## src/rtl/wb_bus_pkg.sv

```systemverilog
// Shared types and defaults for the Wishbone shared-bus interconnect.
package wb_bus_pkg;

    typedef enum logic {
        IDLE = 1'b0,
        BUSY = 1'b1
    } bus_state_e;

    localparam int TCNT_W = 16;

    // Slave 0 (RAM) sits in the LSBs, then UART, then GPIO.
    localparam logic [3*32-1:0] DEF_SLAVE_BASE = {32'h2000_0000, 32'h1000_0000, 32'h8000_0000};
    localparam logic [3*32-1:0] DEF_SLAVE_MASK = {32'hFFFF_F000, 32'hFFFF_F000, 32'hF000_0000};

endpackage

```

## src/rtl/wb_rr_arbiter.sv

```systemverilog
// Round-robin pick: the requester nearest after last_i (cyclic) wins, one-hot out.
module wb_rr_arbiter #(
    parameter int NM = 2,
    localparam int LW = (NM > 1) ? $clog2(NM) : 1
) (
    input  logic [NM-1:0] req_i,
    input  logic [LW-1:0] last_i,
    output logic [NM-1:0] grant_o
);

    logic          found;
    logic [LW-1:0] idx;

    always_comb begin
        grant_o = '0;
        found   = 1'b0;
        idx     = '0;
        for (int k = 1; k <= NM; k++) begin
            idx = LW'((int'(last_i) + k) % NM);
            if (!found && req_i[idx]) begin
                grant_o[idx] = 1'b1;
                found        = 1'b1;
            end
        end
    end

endmodule

```

## src/rtl/wb_shared_bus.sv

```systemverilog
// Wishbone B4 classic shared bus: NM masters, NS slaves, round-robin per bus
// cycle, base/mask decode, error on unmapped addresses and on slave timeout.
module wb_shared_bus
    import wb_bus_pkg::*;
#(
    parameter int                NM         = 2,
    parameter int                NS         = 3,
    parameter int                AW         = 32,
    parameter int                DW         = 32,
    parameter logic [NS*AW-1:0]  SLAVE_BASE = DEF_SLAVE_BASE,
    parameter logic [NS*AW-1:0]  SLAVE_MASK = DEF_SLAVE_MASK,
    parameter int                TIMEOUT    = 255,
    localparam int               SW         = DW / 8,
    localparam int               LW         = (NM > 1) ? $clog2(NM) : 1,
    localparam int               SLW        = (NS > 1) ? $clog2(NS) : 1
) (
    input  logic             clk,
    input  logic             reset,
    input  logic [NM*AW-1:0] m_adr_i,
    input  logic [NM*DW-1:0] m_dat_i,
    input  logic [NM*SW-1:0] m_sel_i,
    input  logic [NM-1:0]    m_we_i,
    input  logic [NM-1:0]    m_cyc_i,
    input  logic [NM-1:0]    m_stb_i,
    output logic [DW-1:0]    m_dat_o,
    output logic [NM-1:0]    m_ack_o,
    output logic [NM-1:0]    m_err_o,
    output logic [AW-1:0]    s_adr_o,
    output logic [DW-1:0]    s_dat_o,
    output logic [SW-1:0]    s_sel_o,
    output logic             s_we_o,
    output logic [NS-1:0]    s_cyc_o,
    output logic [NS-1:0]    s_stb_o,
    input  logic [NS*DW-1:0] s_dat_i,
    input  logic [NS-1:0]    s_ack_i,
    input  logic [NS-1:0]    s_err_i
);

    localparam logic [TCNT_W-1:0] TO_VAL = TCNT_W'(TIMEOUT);

    bus_state_e        state_q, state_d;
    logic [NM-1:0]     grant_q, grant_d;
    logic [LW-1:0]     last_q, last_d;
    logic [TCNT_W-1:0] tcnt_q, tcnt_d;
    logic              unm_err_q, unm_err_d;

    logic [NM-1:0]     arb_grant;
    logic [LW-1:0]     arb_idx;
    logic [LW-1:0]     gidx;
    logic              busy, g_cyc, g_stb;
    logic [AW-1:0]     g_adr;
    logic              hit;
    logic [SLW-1:0]    sidx;
    logic              stall, to_fire;

    wb_rr_arbiter #(.NM(NM)) u_arb (
        .req_i   (m_cyc_i),
        .last_i  (last_q),
        .grant_o (arb_grant)
    );

    always_comb begin
        arb_idx = '0;
        gidx    = '0;
        for (int m = 0; m < NM; m++) begin
            if (arb_grant[m]) arb_idx = LW'(m);
            if (grant_q[m])   gidx    = LW'(m);
        end
    end

    assign busy  = (state_q == BUSY);
    assign g_cyc = busy & m_cyc_i[gidx];
    assign g_stb = busy & m_stb_i[gidx];
    assign g_adr = busy ? m_adr_i[gidx*AW +: AW] : '0;

    assign s_adr_o = g_adr;
    assign s_dat_o = busy ? m_dat_i[gidx*DW +: DW] : '0;
    assign s_sel_o = busy ? m_sel_i[gidx*SW +: SW] : '0;
    assign s_we_o  = busy & m_we_i[gidx];

    // Descending scan so the lowest-indexed matching slave wins.
    always_comb begin
        hit  = 1'b0;
        sidx = '0;
        for (int s = NS - 1; s >= 0; s--) begin
            if ((g_adr & SLAVE_MASK[s*AW +: AW]) == SLAVE_BASE[s*AW +: AW]) begin
                hit  = 1'b1;
                sidx = SLW'(s);
            end
        end
    end

    assign to_fire   = g_cyc & g_stb & hit & (tcnt_q == TO_VAL);
    assign stall     = g_cyc & g_stb & hit & ~s_ack_i[sidx] & ~s_err_i[sidx];
    assign tcnt_d    = (to_fire || !stall) ? '0 : tcnt_q + TCNT_W'(1);
    assign unm_err_d = g_cyc & g_stb & ~hit & ~unm_err_q;

    always_comb begin
        state_d = state_q;
        grant_d = grant_q;
        last_d  = last_q;
        case (state_q)
            IDLE: begin
                if (|m_cyc_i) begin
                    state_d = BUSY;
                    grant_d = arb_grant;
                    last_d  = arb_idx;
                end
            end
            BUSY: begin
                if (!g_cyc) begin
                    state_d = IDLE;
                    grant_d = '0;
                end
            end
            default: state_d = IDLE;
        endcase
    end

    // Handshake: a transfer is live while cyc&stb are high; the cycle in which
    // ack or err is seen completes it, and stb still high after that starts a new one.
    always_comb begin
        s_cyc_o = '0;
        s_stb_o = '0;
        m_ack_o = '0;
        m_err_o = '0;
        m_dat_o = '0;
        if (g_cyc && hit) begin
            s_cyc_o[sidx] = 1'b1;
            s_stb_o[sidx] = g_stb & ~to_fire;
            m_ack_o[gidx] = s_ack_i[sidx] & ~to_fire;
            m_err_o[gidx] = (s_err_i[sidx] & ~to_fire) | to_fire;
            m_dat_o       = s_dat_i[sidx*DW +: DW];
        end
        if (busy && unm_err_q) m_err_o[gidx] = 1'b1;
    end

    always_ff @(posedge clk) begin
        if (reset) begin
            state_q   <= IDLE;
            grant_q   <= '0;
            last_q    <= LW'(NM - 1);
            tcnt_q    <= '0;
            unm_err_q <= 1'b0;
        end else begin
            state_q   <= state_d;
            grant_q   <= grant_d;
            last_q    <= last_d;
            tcnt_q    <= tcnt_d;
            unm_err_q <= unm_err_d;
        end
    end

endmodule

```

## config.mk

```make
export PLATFORM = sky130hd
export DESIGN_NAME = wb_shared_bus
export DESIGN_NICKNAME = d
export VERILOG_FILES = /design/src/rtl/wb_bus_pkg.sv /design/src/rtl/wb_rr_arbiter.sv /design/src/rtl/wb_shared_bus.sv
export SDC_FILE = /design/constraint.sdc
export NUM_CORES = 1
export LEC_CHECK = 0
export BUFFER_PORTS_ARGS = -buffer_cell sky130_fd_sc_hd__buf_2
export CORE_AREA = 2 2 137 139
export CTS_BUF_LIST = sky130_fd_sc_hd__clkbuf_8
export DETAILED_ROUTE_END_ITERATION = 8
export DIE_AREA = 0 0 139 141
export GPL_TIMING_DRIVEN = 0
export MAX_ROUTING_LAYER = met4
export PLACE_DENSITY_LB_ADDON = 0.08
export SLEW_MARGIN = 20
export SYNTH_ARGS = -nofsm -noshare
export SYNTH_HDL_FRONTEND = slang
export SYNTH_SLANG_ARGS = --single-unit
```

## constraint.sdc

```tcl
create_clock -name clk -period 7.7 [get_ports clk]
set_input_delay 1.155 -clock clk [delete_from_list [all_inputs] [get_ports clk]]
set_output_delay 1.155 -clock clk [all_outputs]
set_load 0.005 [all_outputs]
```

==> flow_metrics.tcl <==
set metrics [dict create \
    status "completed" \
    cts.repair.resized 0 \
    crit_buf_inv 4 \
    synth_edf_count 0 \
    seq_area_frac_synth 0.124 \
    fmax_ghz 0.193 \
    htreeDepth 1 \
    port_buffers 356 \
    relSlewSlack 0.381 \
    core_um2 18300 \
    netlist_instances 438 \
    multi_input_area_um2 2660 \
    power_frac_seq 0.268 \
    use_met1 0.177 \
    grt_use_total 0.166 \
    synth_cell_type_count 54 \
    grt_overflow 0 \
    grt_max_degree 12 \
    peakVddDrop_v 0.0000328 \
    drt_iter0_markers 131 \
    cp_top_family "simple AND/OR/NAND/NOR gates" \
    grt-busiest-layer "met2" \
    numCtsBuffers 3 \
    finalHoldViolCount 0 \
    nNetsFinal 1046 \
    path_cells "buf_2 -> nor4_1 -> o22ai_1 -> a211o_1 -> buf_6 -> nor3_2 -> clkbuf_1 -> mux2i_1 -> nand2_1 -> o211a_1 -> buf_2" \
    wl_per_cell_um 16.1 \
    setup_tns_ps 0 \
    worstSetupPathType "primary input to primary output" \
    synth_most_common_cell "mux2i_1" \
    rsz0062_at_grt "no" \
    fp.dieH_um 141 \
    crit_arrival_ps 4010 \
    synth_top_area_cell "mux2i_1" \
    endpoint_kind "primary output" \
    clock_sinks 20 \
    final.min_clock_period_ps 5170 \
    syn2layout_area_growth_pct 65.9 \
    crit_required_ps 6550 \
    ys.flop_type "dfxtp_1" \
    grt_util_met3 0.0292 \
    vias_per_cell 4.44 \
    die_w_um 139 \
    setup_viol 0 \
    leakage_nw 2.88 \
    p_int_mw 0.254 \
    min_period_over_period 0.671 \
    start_util 0.177 \
    swShare 0.353 \
    crit_top_cell "buf_2" \
    synth-seq-cells 20 \
    cellPowerDensity_nw_per_um2 73.0 \
    path_clk_slew_ps 70 \
    synthArstFlopShare 0 \
    layout.area.seq_um2 400 \
    syn_nets 685 \
    root_buffer "clkbuf_8" \
    pwr-share-comb 0.522 \
    yosys.area.top_type_share 0.318 \
    synth_area_um2 3240 \
    worst_path_largest_cell_delay_ps 600 \
    vias 4597 \
    synth_common_cells "mux2i_1 (103), nor2_1 (87), nand2_1 (50)" \
    fin_skew_ps 3.18 \
    maxCapViolations 0 \
    worst_skew_pair.late_latency_ps 260 \
    slew_violations 0 \
    crit_fanout 10 \
    tightest_slew_ps 929 \
    syn-mean-instance-area_um2 7.40 \
    netSwitchingPower_mw 0.139 \
    yosys_warnings 0 \
    ant_nets 0 \
    antenna_found_initial 3 \
    synth_area_leaders "mux2i_1 (32%), dfxtp_1 (12%), nor2_1 (10%)" \
    grt_pass1_vias 4735 \
    dp_hpwl_mm 14.6 \
    worst_path_max_delay_cell "clkbuf_1" \
    die_area_um2 19600 \
    clkPwrFrac 0.210 \
    drcViolationCount 0 \
    std_cell_rows 50 \
    totalPowerFinal_mw 0.392 \
    io_pins 357 \
    postCtsSetupBuffers 0 \
    start_kind "primary input" \
    tritoncts "yes" \
    use_met2 0.323 \
    cts-hold-fix-buffers 0 \
    gp_congestion 0.947 \
    drive_gt1_frac 0.482 \
    drtPass1Iterations 4 \
    grt_pass1_wl_mm 25.5 \
    wl_mm 16.7 \
    min_path_type "flip-flop to flip-flop" \
    cts_max_path_buffers 2 \
    n_fill_cell 2114 \
]
## cell families after synthesis
family                     share of synthesized area
DFF                                            0.124
adders and majority gates                    0.00386
muxes                                          0.321
and+or+nand+nor                                0.290
buffers and inverters                         0.0571
xor gates and xnor gates                      0.0378
AOI/OAI and AO/OA                              0.166
## sequential cells by signal (all words and copies together) (netlist names)
name	count
grant_q	1
busy	1
tcnt_q	16
last_q	1
unm_err_q	1
## power by group through the flow
stage / clock network [mW] / registers, mW / logic (mW)
after floorplan: 0 / 0.108 / 0.0932
after global placement: 0 / 0.108 / 0.204
after detailed placement: 0 / 0.108 / 0.206
after CTS: 0.0840 / 0.105 / 0.207
after global routing: 0.0905 / 0.106 / 0.227
final: 0.0823 / 0.105 / 0.205
## worst register-to-register path, cell delays in order (launching register included)
cell and delay (ps):
dfxtp_1 320, buf_2 190, inv_2 130, clkbuf_1 480, a221oi_1 200, a2111oi_4 630, nand2b_1 150, or4_1 480
buf_2 180, buf_6 170, nor3_1 180
## final cells by class
type                       count  share of cell area
antenna                        3             0.00140
buffer                        36              0.0309
clock buffer                   4              0.0102
inverter                       5             0.00349
multi-input combinational    377               0.494
sequential                    20              0.0744
tap                          234              0.0544
timing repair buffer         356               0.331
## routing by layer
layer	wire length, um	share of wire	up-vias
met1	6390	0.38	2096
li1	-	-	2294
met5	0	0	-
met2	8960	0.54	193
met3	1110	0.066	14
met4	225	0.013	0
## cells in the final DEF (no fill, tap or decap), types with 8 or more instances in the layout
cell type  count
nor3_2         8
buf_2        360
nand3_1        8
buf_1         10
o211a_1       32
mux2i_1      103
nor2_1        87
dfxtp_1       20
nor3_1        15
nand2_1       50
clkbuf_1      18
## stage by stage
step	hold slack [ps]	setup slack [ps]	utilization	cell area, um^2	cells
final	489	2530	0.294	5380	1035
after global routing	535	2190	0.294	5380	1035
after CTS	492	2430	0.294	5370	1032
after detailed placement	480	2440	0.291	5320	1028
after global placement	479	2540	0.291	5320	1028
after floorplan	454	3340	-	3240	438
## worst paths after layout
check | startpoint | end | slack [ps] | depth (start not counted)
setup reg to reg | busy$_SDFF_PP0_ | tcnt_q[4]$_SDFF_PP0_ | 4520 | 10
hold / removal | tcnt_q[0]$_SDFF_PP0_ | tcnt_q[0]$_SDFF_PP0_ | 490 | 1
setup / recovery | m_adr_i[12] | m_dat_o[23] | 2530 | 11
hold reg to reg | tcnt_q[0]$_SDFF_PP0_ | tcnt_q[0]$_SDFF_PP0_ | 490 | 1
(Power assumes the default switching activity.)
